===== config.mk =====
export PLATFORM = sky130hd
export DESIGN_NAME = mdu_sequencer
export DESIGN_NICKNAME = d
export VERILOG_FILES = /design/src/rtl/mdu_sequencer_pkg.sv /design/src/rtl/mdu_iter.sv /design/src/rtl/mdu_sequencer.sv
export SDC_FILE = /design/constraint.sdc
export NUM_CORES = 2
export LEC_CHECK = 0
export ABC_CLOCK_PERIOD_IN_PS = 5700
export BUFFER_PORTS_ARGS = -buffer_cell sky130_fd_sc_hd__buf_2
export CAP_MARGIN = 30
export CORE_AREA = 3 3 283 285
export DETAILED_ROUTE_END_ITERATION = 8
export DIE_AREA = 0 0 286 288
export MAX_ROUTING_LAYER = met4
export REMOVE_ABC_BUFFERS = 1
export SLEW_MARGIN = 15
export SYNTH_ARGS = -nofsm -noshare
export SYNTH_HDL_FRONTEND = slang
export SYNTH_SLANG_ARGS = --single-unit

===== constraint.sdc =====
create_clock -name clk -period 5.7 [get_ports clk]
set_input_delay 0.855 -clock clk [delete_from_list [all_inputs] [get_ports clk]]
set_output_delay 0.855 -clock clk [all_outputs]
set_load 0.01 [all_outputs]

===== src/rtl/mdu_sequencer_pkg.sv =====
`default_nettype none
// ============================================================================
//  Module   : mdu_sequencer_pkg
//  Purpose  : Shared types and constants for the multi-cycle multiply/divide
//             sequencer (FSM states, operation encoding, default width).
//  Ports    : none (package)
//  Revision : 1.0 - initial release
// ============================================================================
package mdu_sequencer_pkg;

  localparam int MDU_XLEN = 64;

  typedef enum logic [1:0] {
    IDLE = 2'd0,
    BUSY = 2'd1,
    DONE = 2'd2
  } mdu_state_t;

  typedef enum logic [1:0] {
    MDU_MUL = 2'd0,
    MDU_DIV = 2'd1,
    MDU_REM = 2'd2
  } mdu_op_t;

endpackage
`default_nettype wire


===== src/rtl/mdu_iter.sv =====
`default_nettype none
// ============================================================================
//  Module   : mdu_iter
//  Purpose  : One combinational iteration of the MSB-first shift-add multiply
//             or restoring divide. The accumulator is {hi, lo}:
//               multiply : hi = running product, lo = multiplier (MSB first)
//               divide   : hi = partial remainder, lo = dividend shifting out
//                          at the top while quotient bits shift in at the bottom
//  Ports    : acc      in  2*XLEN  current accumulator
//             operand  in  XLEN    multiplicand / divisor magnitude
//             op       in  2       operation (MDU_MUL, MDU_DIV, MDU_REM)
//             acc_next out 2*XLEN  accumulator after this iteration
//  Revision : 1.0 - initial release
// ============================================================================
module mdu_iter
  import mdu_sequencer_pkg::*;
#(
  parameter int XLEN = MDU_XLEN
) (
  input  logic [2*XLEN-1:0] acc,
  input  logic [XLEN-1:0]   operand,
  input  mdu_op_t           op,
  output logic [2*XLEN-1:0] acc_next
);

  logic [XLEN-1:0] hi;
  logic [XLEN-1:0] lo;
  logic [XLEN-1:0] addend;
  logic [XLEN-1:0] prod;
  logic [XLEN:0]   shifted;
  logic [XLEN:0]   diff;
  logic            take;

  always_comb begin
    hi      = acc[2*XLEN-1:XLEN];
    lo      = acc[XLEN-1:0];
    // Multiply: double the product and add the multiplicand for a set bit.
    addend  = lo[XLEN-1] ? operand : '0;
    prod    = {hi[XLEN-2:0], 1'b0} + addend;
    // Divide: the shifted remainder needs one extra bit before the compare.
    shifted = {hi, lo[XLEN-1]};
    diff    = shifted - {1'b0, operand};
    take    = (shifted >= {1'b0, operand});
    if (op == MDU_MUL) begin
      acc_next = {prod, lo[XLEN-2:0], 1'b0};
    end else begin
      acc_next = {(take ? diff[XLEN-1:0] : shifted[XLEN-1:0]), lo[XLEN-2:0], take};
    end
  end

endmodule
`default_nettype wire


===== src/rtl/mdu_sequencer.sv =====
`default_nettype none
// ============================================================================
//  Module   : mdu_sequencer
//  Purpose  : Multi-cycle sequencer for M-extension ops. Latches operands in
//             IDLE, runs one iteration per cycle in BUSY, presents the result
//             with a one-cycle done pulse in DONE. Stalls the core while a
//             request is pending and not yet done.
//  Option   : MDU_EARLY_OUT_EN - when defined, divide-by-zero, signed
//             overflow, divide-by-1 and multiply-by-0/1 skip BUSY entirely.
//  Ports    : clk       in  1     core clock
//             reset     in  1     synchronous, active-high
//             mul_valid in  1     multiply request (held until done)
//             div_valid in  1     divide/remainder request (held until done)
//             mul_sign  in  1     signed multiply
//             div_sign  in  1     signed divide/remainder
//             mul_w     in  1     32-bit multiply variant
//             div_w     in  1     32-bit divide variant
//             rem_sel   in  1     1 = remainder, 0 = quotient
//             src_a     in  XLEN  multiplicand / dividend
//             src_b     in  XLEN  multiplier / divisor
//             stall     out 1     hold PC and writeback
//             done      out 1     result valid (one-cycle pulse)
//             result    out XLEN  product low bits, quotient or remainder
//             busy      out 1     FSM not IDLE
//  Revision : 1.0 - initial release
// ============================================================================
module mdu_sequencer
  import mdu_sequencer_pkg::*;
#(
  parameter int XLEN = MDU_XLEN
) (
  input  logic            clk,
  input  logic            reset,
  input  logic            mul_valid,
  input  logic            div_valid,
  input  logic            mul_sign,
  input  logic            div_sign,
  input  logic            mul_w,
  input  logic            div_w,
  input  logic            rem_sel,
  input  logic [XLEN-1:0] src_a,
  input  logic [XLEN-1:0] src_b,
  output logic            stall,
  output logic            done,
  output logic [XLEN-1:0] result,
  output logic            busy
);

  localparam int HLEN  = XLEN / 2;
  localparam int CNT_W = $clog2(XLEN + 1);

  // W results keep the low half and always sign-extend it.
  function automatic logic [XLEN-1:0] w_ext(input logic [XLEN-1:0] v, input logic w);
    w_ext = w ? {{HLEN{v[HLEN-1]}}, v[HLEN-1:0]} : v;
  endfunction

  mdu_state_t          state_q,   state_d;
  logic [CNT_W-1:0]    cnt_q,     cnt_d;
  logic [2*XLEN-1:0]   acc_q,     acc_d;
  logic [XLEN-1:0]     opnd_q,    opnd_d;
  mdu_op_t             op_q,      op_d;
  logic                w_q,       w_d;
  logic                q_neg_q,   q_neg_d;
  logic                r_neg_q,   r_neg_d;
  logic                fix_q,     fix_d;
  logic [XLEN-1:0]     fix_val_q, fix_val_d;
  logic [XLEN-1:0]     result_q,  result_d;
  logic                done_q,    done_d;
  logic                busy_q,    busy_d;

  // Request decode (only consumed in IDLE)
  logic                req, req_mul, req_w, req_sign;
  mdu_op_t             req_op;
  logic [XLEN-1:0]     a_ext, b_ext, a_mag, b_mag, most_neg, corner_val;
  logic                a_neg, b_neg, div_zero, div_ovf;
  logic [2*XLEN-1:0]   iter_next;
  logic [XLEN-1:0]     fin_hi, fin_lo, fin_raw;
`ifdef MDU_EARLY_OUT_EN
  logic                early_hit;
`endif

  always_comb begin
    req      = mul_valid | div_valid;
    req_mul  = mul_valid;             // illegal both-valid decode runs the multiply
    req_w    = req_mul ? mul_w : div_w;
    req_sign = req_mul ? mul_sign : div_sign;
    req_op   = req_mul ? MDU_MUL : (rem_sel ? MDU_REM : MDU_DIV);
    a_ext    = req_w ? {{HLEN{req_sign & src_a[HLEN-1]}}, src_a[HLEN-1:0]} : src_a;
    b_ext    = req_w ? {{HLEN{req_sign & src_b[HLEN-1]}}, src_b[HLEN-1:0]} : src_b;
    a_neg    = ~req_mul & req_sign & a_ext[XLEN-1];
    b_neg    = ~req_mul & req_sign & b_ext[XLEN-1];
    a_mag    = a_neg ? -a_ext : a_ext;
    b_mag    = b_neg ? -b_ext : b_ext;
    // Most-negative value as seen after W sign extension.
    most_neg = req_w ? {{(HLEN+1){1'b1}}, {(HLEN-1){1'b0}}} : {1'b1, {(XLEN-1){1'b0}}};
    div_zero = (b_ext == '0);
    div_ovf  = req_sign & (a_ext == most_neg) & (b_ext == '1);
    // Result for the cases that bypass or override the iteration.
    if (req_mul) begin
      corner_val = div_zero ? '0 : a_ext;
    end else if (div_zero) begin
      corner_val = rem_sel ? a_ext : '1;
    end else begin
      corner_val = rem_sel ? '0 : a_ext;
    end
`ifdef MDU_EARLY_OUT_EN
    early_hit = req_mul ? (div_zero | (b_ext == XLEN'(1)))
                        : (div_zero | div_ovf | (b_ext == XLEN'(1)));
`endif
  end

  mdu_iter #(.XLEN(XLEN)) u_iter (
    .acc      (acc_q),
    .operand  (opnd_q),
    .op       (op_q),
    .acc_next (iter_next)
  );

  // Result as it will be once the current (final) iteration completes.
  always_comb begin
    fin_hi = iter_next[2*XLEN-1:XLEN];
    fin_lo = iter_next[XLEN-1:0];
    case (op_q)
      MDU_MUL: fin_raw = fin_hi;
      MDU_DIV: fin_raw = q_neg_q ? -fin_lo : fin_lo;
      MDU_REM: fin_raw = r_neg_q ? -fin_hi : fin_hi;
      default: fin_raw = '0;
    endcase
    if (fix_q) begin
      fin_raw = fix_val_q;
    end
  end

  always_comb begin
    state_d   = state_q;
    cnt_d     = cnt_q;
    acc_d     = acc_q;
    opnd_d    = opnd_q;
    op_d      = op_q;
    w_d       = w_q;
    q_neg_d   = q_neg_q;
    r_neg_d   = r_neg_q;
    fix_d     = fix_q;
    fix_val_d = fix_val_q;
    result_d  = result_q;
    case (state_q)
      IDLE: begin
        if (req) begin
          op_d      = req_op;
          w_d       = req_w;
          q_neg_d   = a_neg ^ b_neg;
          r_neg_d   = a_neg;
          fix_d     = ~req_mul & (div_zero | div_ovf);
          fix_val_d = corner_val;
          cnt_d     = req_w ? CNT_W'(HLEN) : CNT_W'(XLEN);
          // W operands are pre-shifted so the iteration always starts at the MSB.
          if (req_mul) begin
            opnd_d = a_ext;
            acc_d  = {{XLEN{1'b0}}, (req_w ? (b_ext << HLEN) : b_ext)};
          end else begin
            opnd_d = b_mag;
            acc_d  = {{XLEN{1'b0}}, (req_w ? (a_mag << HLEN) : a_mag)};
          end
          state_d = BUSY;
`ifdef MDU_EARLY_OUT_EN
          if (early_hit) begin
            state_d  = DONE;
            result_d = w_ext(corner_val, req_w);
          end
`endif
        end
      end
      BUSY: begin
        acc_d = iter_next;
        cnt_d = cnt_q - CNT_W'(1);
        if (cnt_q == CNT_W'(1)) begin
          state_d  = DONE;
          result_d = w_ext(fin_raw, w_q);
        end
      end
      DONE:    state_d = IDLE;
      default: state_d = IDLE;
    endcase
    done_d = (state_d == DONE);
    busy_d = (state_d != IDLE);
  end

  always_ff @(posedge clk) begin
    if (reset) begin
      state_q   <= IDLE;
      cnt_q     <= '0;
      acc_q     <= '0;
      opnd_q    <= '0;
      op_q      <= MDU_MUL;
      w_q       <= 1'b0;
      q_neg_q   <= 1'b0;
      r_neg_q   <= 1'b0;
      fix_q     <= 1'b0;
      fix_val_q <= '0;
      result_q  <= '0;
      done_q    <= 1'b0;
      busy_q    <= 1'b0;
    end else begin
      state_q   <= state_d;
      cnt_q     <= cnt_d;
      acc_q     <= acc_d;
      opnd_q    <= opnd_d;
      op_q      <= op_d;
      w_q       <= w_d;
      q_neg_q   <= q_neg_d;
      r_neg_q   <= r_neg_d;
      fix_q     <= fix_d;
      fix_val_q <= fix_val_d;
      result_q  <= result_d;
      done_q    <= done_d;
      busy_q    <= busy_d;
    end
  end

  assign stall  = (mul_valid | div_valid) & ~done_q;
  assign done   = done_q;
  assign busy   = busy_q;
  assign result = result_q;

endmodule
`default_nettype wire

---- After elaboration in Yosys (flattened, before gate mapping) ----
Index checks and enable logic that the tools add are counted.
cells by class
  add/sub/neg operators ................... 7
  order comparisons ....................... 1
  equal/unequal tests ..................... 8
  muxes and demuxes ....................... 34
  bitwise logic cells ..................... 14
  reduce and logical (&&, ||, !) cells .... 8
operators with widths
  operator                                              number
  two-way mux 64 bit                                    19
  two-way mux 128 bit                                   2
  negator 64 bit                                        4
  one-hot mux 128 bit (2 select lines)                  1
  one-hot mux 64 bit (3 select lines)                   1
  >= comparator 65 x 64 -> 1 bit                        1
  adder 64 bit                                          1
  equality test 64 bit                                  1
  equality test 64 bit (second input constant)          1
  zero test 64 bit                                      1
  subtractor 64 bit                                     1
  two-way mux 63 bit                                    1
  two-way mux 7 bit                                     2
  one-hot mux 7 bit (2 select lines)                    1
  bitwise AND 1 bit                                     9
  two-way mux 2 bit                                     4
  equality test 7 x 1 -> 1 bit (second input constant)  1
  subtractor 7 x 1 -> 7 bit (second input constant)     1
  AND reduction 2 bit                                   3
  equality test 2 x 1 -> 1 bit (second input constant)  2
  equality test 2 bit (second input constant)           2
  zero test 2 bit                                       2
  one-hot mux 2 bit (2 select lines)                    1
  nonzero test 2 bit                                    2
  5 further kinds                                       8
word-level totals
  register bits after elaboration ......... 337
  input bits .............................. 137
  output and inout bits ................... 67
  logic and storage cells ................. 85

---- Longest topological paths before layout ----
  depth in word-level cells ............... 9
  depth in mapped cells ................... 30
  depth with buffers taken out ............ 24

---- Hierarchy ----
From an unflattened synthesis, not the netlist that was laid out.
unflattened totals
  cell total of the unflattened synthesis .. 4,491
  area, all modules ....................... 31,684.1 sq um
modules (own cells, without submodules)
  module         instances  cells each  area each (sq um)  seq. area each (sq um)
  mdu_sequencer  1          2,906       21,702.1           6,746.5
  mdu_iter       1          1,585       9,982.1            0.0

---- Worst setup path after synthesis ----
No wires, ideal clock.
  kind .................................... reg2reg
  start point ............................. register acc_q[121]
  end point ............................... register result_q[62], in the netlist result[62]
  setup time .............................. 0.122 ns
  arrival ................................. 5.877 ns
  required time ........................... 5.578 ns
  setup slack ............................. -0.299 ns
  cell stages (with the launch flop) ...... 28
  path buffers ............................ 5
  clock period less this slack ............ 5.999 ns
  cells stage by stage .................... dfxtp_1 ha_1 a21o_1 a221o_1 o221ai_1 o211ai_1 a221o_1 buf_2 nor2_4 buf_6 buf_6 buf_2 nor2_1 clkinv_1 ha_1 nand3b_1 or4_1 or4_1 or3_1 clkbuf_1 nand2b_1 o31ai_1 a21oi_1 o21ai_1 o21ai_0 a221o_1 a21oi_1 o21ai_1
on the way
  cells in the longest elaborated chain, start to end .. 8
  elaborated cells between the ends (all ways) .. 12
  classes of those cells .................. add/sub: 4; order compare: 1; mux: 7
ends and longest elaborated chain
  item                                                                 RTL line                        source
  start, declared                                                      mdu_sequencer.sv:59             logic [2*XLEN-1:0] acc_q, acc_d;
  start signal, assigned                                               mdu_sequencer.sv:192            acc_q <= '0;
  start signal, assigned                                               mdu_sequencer.sv:206            acc_q <= acc_d;
  subtractor 64 bit or >= comparator 65 x 64 -> 1 bit (tied branches)  mdu_iter.sv:42, mdu_iter.sv:43
  two-way mux 64 bit                                                   mdu_iter.sv:47                  acc_next = {(take ? diff[XLEN-1:0] : shifted[XLEN-1:0]), lo[XLEN-2:0], take};
  two-way mux 128 bit (*)                                              mdu_iter.sv:44                  if (op == MDU_MUL) begin
  negator 64 bit                                                       mdu_sequencer.sv:126            MDU_REM: fin_raw = r_neg_q ? -fin_hi : fin_hi;
  two-way mux 64 bit                                                   mdu_sequencer.sv:126
  one-hot mux 64 bit (3 select lines) (*)                              mdu_sequencer.sv:123            case (op_q)
  two-way mux 64 bit (*)                                               mdu_sequencer.sv:129            if (fix_q) begin
  two-way mux 64 bit (*)                                               mdu_sequencer.sv:54             w_ext = w ? {{HLEN{v[HLEN-1]}}, v[HLEN-1:0]} : v;
  end signal, assigned                                                 mdu_sequencer.sv:214            result_q <= result_d;
  end, declared                                                        mdu_sequencer.sv:67             logic [XLEN-1:0] result_q, result_d;
Every way passes the cells marked *; elsewhere a longest branch is shown, timed or not.
A chain may end at the register's enable or synchronous reset.

---- Final worst setup path ----
  start point ............................. register opnd_q[5]
  end point ............................... register result_q[60], in the netlist result[60]
on the way
  cells in the longest elaborated chain, start to end .. 8
  elaborated cells between the ends (all ways) .. 13
  classes of those cells .................. add/sub: 4; order compare: 1; mux: 8
ends and longest elaborated chain
  item                                                RTL line                        source
  start, declared                                     mdu_sequencer.sv:60             logic [XLEN-1:0] opnd_q, opnd_d;
  start signal, assigned                              mdu_sequencer.sv:207            opnd_q <= opnd_d;
  subtractor 64 bit, or another cell as far along     mdu_iter.sv:42                  diff = shifted - {1'b0, operand};
  two-way mux 64 bit or adder 64 bit (tied branches)  mdu_iter.sv:47, mdu_iter.sv:39
  two-way mux 128 bit (*)                             mdu_iter.sv:44
  negator 64 bit                                      mdu_sequencer.sv:126
  two-way mux 64 bit                                  mdu_sequencer.sv:126
  one-hot mux 64 bit (3 select lines) (*)             mdu_sequencer.sv:123
  two-way mux 64 bit (*)                              mdu_sequencer.sv:129
  two-way mux 64 bit (*)                              mdu_sequencer.sv:54
Marks and branches as above.

==> flow_summary.rst <==
.. list-table::
   :header-rows: 1

   * - Metric
     - Value
   * - Detailed router's first-iteration violation count
     - 5038
   * - Bufs on Longest Clock Path
     - 3
   * - Final Critical Period
     - 5.67 ns
   * - Count of synthesis-stage warnings from yosys
     - 0
   * - Worst EP arrival
     - 6.18 ns
   * - Slew at the pin closest to its max-slew limit
     - 0.956 ns
   * - Total track usage
     - 41.5%
   * - Synthesized flop and latch total
     - 337
   * - Post-synthesis area per instance
     - 6.78 µm²
   * - Path category of the worst min-delay check
     - register to register
   * - Final design area excluding fillers
     - 0.0408 mm²
   * - Flip-flop cell with the highest count after synthesis
     - sky130_fd_sc_hd__dfxtp_1
   * - Maximum operating frequency
     - 0.176 GHz
   * - Adder-cell share of the synthesized area
     - 5.15%
   * - Routability congestion estimate from global placement
     - 1.07
   * - Critical path capture point type
     - register
   * - Wire length after detailed routing
     - 175000 µm
   * - Areal power density over the cells
     - 262 mW/mm²
   * - Part of the Yosys area used for sequential elements
     - 20.2%
   * - Type of the worst setup path
     - register to register
   * - Peak supply drop
     - 0.000286 V
   * - Total cell area at the placement stage
     - 0.0385 mm²
   * - Critical R2R Launch
     - opnd_q[5]$_SDFFE_PP0P_
   * - Number of hold-slack violations in the final timing report
     - 0
   * - Largest fanout on the critical path
     - 11
   * - Mean number of vias per cell
     - 6.32
   * - Most common library cell in the layout ignoring fill and taps
     - sky130_fd_sc_hd__nand2_1
   * - Setup-failing EPs final
     - 0
   * - Final number of max-transition violations
     - 0
   * - Max-capacitance violation count
     - 0
   * - Async set-reset flop share out of synthesis
     - 0%
   * - Core area
     - 0.0776 mm²
   * - Normalized max-slew margin
     - 36.3%
   * - Number of iterations in the first detailed-routing pass
     - 7
   * - Outcome
     - finished, final reports clean
   * - Simple logic cell fraction of the synthesized area
     - 24.8%
   * - Routed Antenna Nets
     - 0
   * - Number of distinct library cell variants in the gate-level netlist after synthesis
     - 106
   * - DRC violation count after routing
     - 0
   * - CTS tree
     - yes
   * - Pin count of the biggest net entering global routing
     - 149
   * - Share of synthesized area spent on multiplexers
     - 1.96%
   * - HPWL Detailed
     - 138000 µm
   * - Post-cts hold buffer count
     - 0
   * - Via total after detailed routing
     - 40.6k
   * - Setup repair after global routing missed its margin
     - true
   * - Dominant combinational cell family by area after synthesis
     - compound AO/OA/AOI/OAI gates
   * - Proportion of layout cells with a drive suffix above 1
     - 18.7%
   * - Number of port buffers
     - 203
   * - Worst Setup Start Kind
     - register
   * - Die height
     - 288 µm
   * - Clock latency reported for the late side of the worst-skew pair
     - 0.63 ns
   * - I/O pins
     - 204
   * - Xor/xnor cell area share of the yosys netlist
     - 8.54%
   * - Number of buffers inserted during clock tree synthesis
     - 45
   * - Clock edge transition at the registers on the reported setup and hold paths
     - 0.06 ns
   * - Netlist area before placement
     - 0.0333 mm²
   * - Compound-gate portion of the synthesized area
     - 32.7%
   * - HP Start
     - result[39]$_SDFFE_PP0P_
   * - Die outline area
     - 0.0824 mm²
   * - Count of H-tree levels built during CTS
     - 2
   * - Worst-case setup margin in the final layout
     - 0.0309 ns
   * - Skew final
     - 0.0450 ns
   * - Launch point of the worst path
     - opnd_q[5]$_SDFFE_PP0P_
   * - Number of global-route vias before repair
     - 37.0k
   * - Root Buffer
     - sky130_fd_sc_hd__clkbuf_16
   * - Die outline width
     - 286 µm
   * - Required time reported for the critical path endpoint
     - 6.21 ns
   * - Leakage dissipation
     - 16.4 nW
   * - Commonest non-fill, non-tap cells in the layout
     - 608 x sky130_fd_sc_hd__nand2_1, 552 x sky130_fd_sc_hd__nor2_1, 527 x sky130_fd_sc_hd__buf_4
   * - Remaining global-route overflow
     - 0
   * - Worst slack on hold paths
     - 0.452 ns
   * - Number of enable-type register cells in the synthesized netlist
     - 0
   * - Number of filler instances in the final layout
     - 8035
   * - Post-placement worst setup slack
     - -0.350 ns
   * - Synthesis-to-finish area growth
     - 22.4%
   * - Average wire per standard cell
     - 27.2 µm
   * - Initial core utilization
     - 42.9%
   * - Placement row count
     - 102
   * - Number of antenna violations at the first check in global routing
     - 2
   * - Net count, final
     - 5622
   * - Cells after Synth
     - 4918
   * - Number of clock sinks
     - 337
   * - Final worst path period share
     - 99.5%
   * - Wire length of the first global-routing pass
     - 250000 µm
## cells by family after synthesis
family / Yosys count
AO/OA/AOI/OAI: 1686
XOR/XNOR: 325
adder cells (fa/ha/maj): 136
buffers and inverters: 558
flip-flops: 337
multiplexers: 64
AND/OR/NAND/NOR: 1812
## per-stage QoR
stage / utilization, % / TNS, ns / total power [W] / cells
2_1_floorplan: - / -366.93 / 0.00521 / 4543
3_3_place_gp: 49.6 / -3.66 / 0.00740 / 6323
3_5_place_dp: 49.6 / -6.06 / 0.00739 / 6323
4_1_cts: 51.7 / 0 / 0.0104 / 6408
5_1_grt: 52.5 / -0.395 / 0.0111 / 6427
6_report: 52.5 / 0 / 0.0107 / 6427
## per-layer routing
metal	vias up	global-route usage [%]	part of all wire, %
met1	19200	57.2	43
met2	2260	58.6	41
met4	0	17.5	5.1
li1	18800	-	-
met5	-	-	0
met3	341	8.23	11
## cell type report
type                    count  area, µm²  area share (%)
inverters                 183        687            1.68
diodes                      1       2.50         0.00614
clock buffers              56       1230            3.01
well taps                1040       1300            3.19
flip-flops and latches    337       6760            16.6
multi-input cells        4023      25000            61.3
repair buffers            759       5490            13.5
clock inverters            28        329           0.807
## synthesized netlist by cell type, types with 78 or more instances
master,number,area (µm²)
sky130_fd_sc_hd__nand3_1,157,786
sky130_fd_sc_hd__dfxtp_1,337,6750
sky130_fd_sc_hd__xor2_1,135,1180
sky130_fd_sc_hd__xnor2_1,190,1660
sky130_fd_sc_hd__nor3_1,130,651
sky130_fd_sc_hd__o211ai_1,78,586
sky130_fd_sc_hd__ha_1,134,1680
sky130_fd_sc_hd__a211oi_1,92,691
sky130_fd_sc_hd__nor2_1,557,2090
sky130_fd_sc_hd__inv_1,180,676
sky130_fd_sc_hd__o21ai_0,308,1540
sky130_fd_sc_hd__a21oi_1,539,2700
sky130_fd_sc_hd__nand2_1,611,2290
sky130_fd_sc_hd__a31oi_1,126,788
sky130_fd_sc_hd__clkbuf_1,310,1160
## path summary, 6_finish.rpt
check | endpoint | slack [ns] | cells after the start
setup / recovery | result[60]$_SDFFE_PP0P_ | 0.03 | 24
hold / removal | result[39]$_SDFFE_PP0P_ | 0.45 | 2
setup reg to reg | result[60]$_SDFFE_PP0P_ | 0.03 | 24
hold reg to reg | result[39]$_SDFFE_PP0P_ | 0.45 | 2
## sequential cells by signal, summed over array words and instances, names as in the netlist, 2 cells and up
name and flops:
acc_q 128, result 64, state_q 2, op_q 2, fix_val_q 64, opnd_q 64
cnt_q 7
## repair_timing
item | 4_1_cts | 5_1_grt
resized for setup | 11 | 109
cloned | 0 | 3
pin swaps | 3 | 38
endpoints found under the setup margin | 34 | 33
setup buffers | 1 | 14
## critical path: stages (launching register included)
cell and delay (ns):
sky130_fd_sc_hd__dfxtp_1 0.32, sky130_fd_sc_hd__inv_1 0.13, sky130_fd_sc_hd__ha_4 0.31, sky130_fd_sc_hd__buf_4 0.12, sky130_fd_sc_hd__nand2_1 0.08, sky130_fd_sc_hd__a2111o_1 0.52
sky130_fd_sc_hd__a311oi_4 0.43, sky130_fd_sc_hd__buf_4 0.17, sky130_fd_sc_hd__o2111a_2 0.24, sky130_fd_sc_hd__nor2_4 0.05, sky130_fd_sc_hd__buf_4 0.14, sky130_fd_sc_hd__buf_12 0.13
sky130_fd_sc_hd__a311oi_4 0.29, sky130_fd_sc_hd__nand4b_2 0.27, sky130_fd_sc_hd__nand4bb_4 0.35, sky130_fd_sc_hd__nor4_4 0.38, sky130_fd_sc_hd__buf_4 0.19, sky130_fd_sc_hd__and4_1 0.20
sky130_fd_sc_hd__o31ai_1 0.08, sky130_fd_sc_hd__buf_4 0.15, sky130_fd_sc_hd__a31oi_2 0.33, sky130_fd_sc_hd__buf_6 0.19, sky130_fd_sc_hd__inv_1 0.07, sky130_fd_sc_hd__buf_12 0.15
sky130_fd_sc_hd__a311oi_1 0.24
## power breakdown
group / internal, W / switching (W) / total [W]
Clock: 0.00174 / 0.00128 / 0.00302
Sequential: 0.00254 / 0.000202 / 0.00274
Combinational: 0.00178 / 0.00316 / 0.00495
Total: 0.00606 / 0.00465 / 0.0107
No activity file was read; power rests on OpenSTA's default activity.
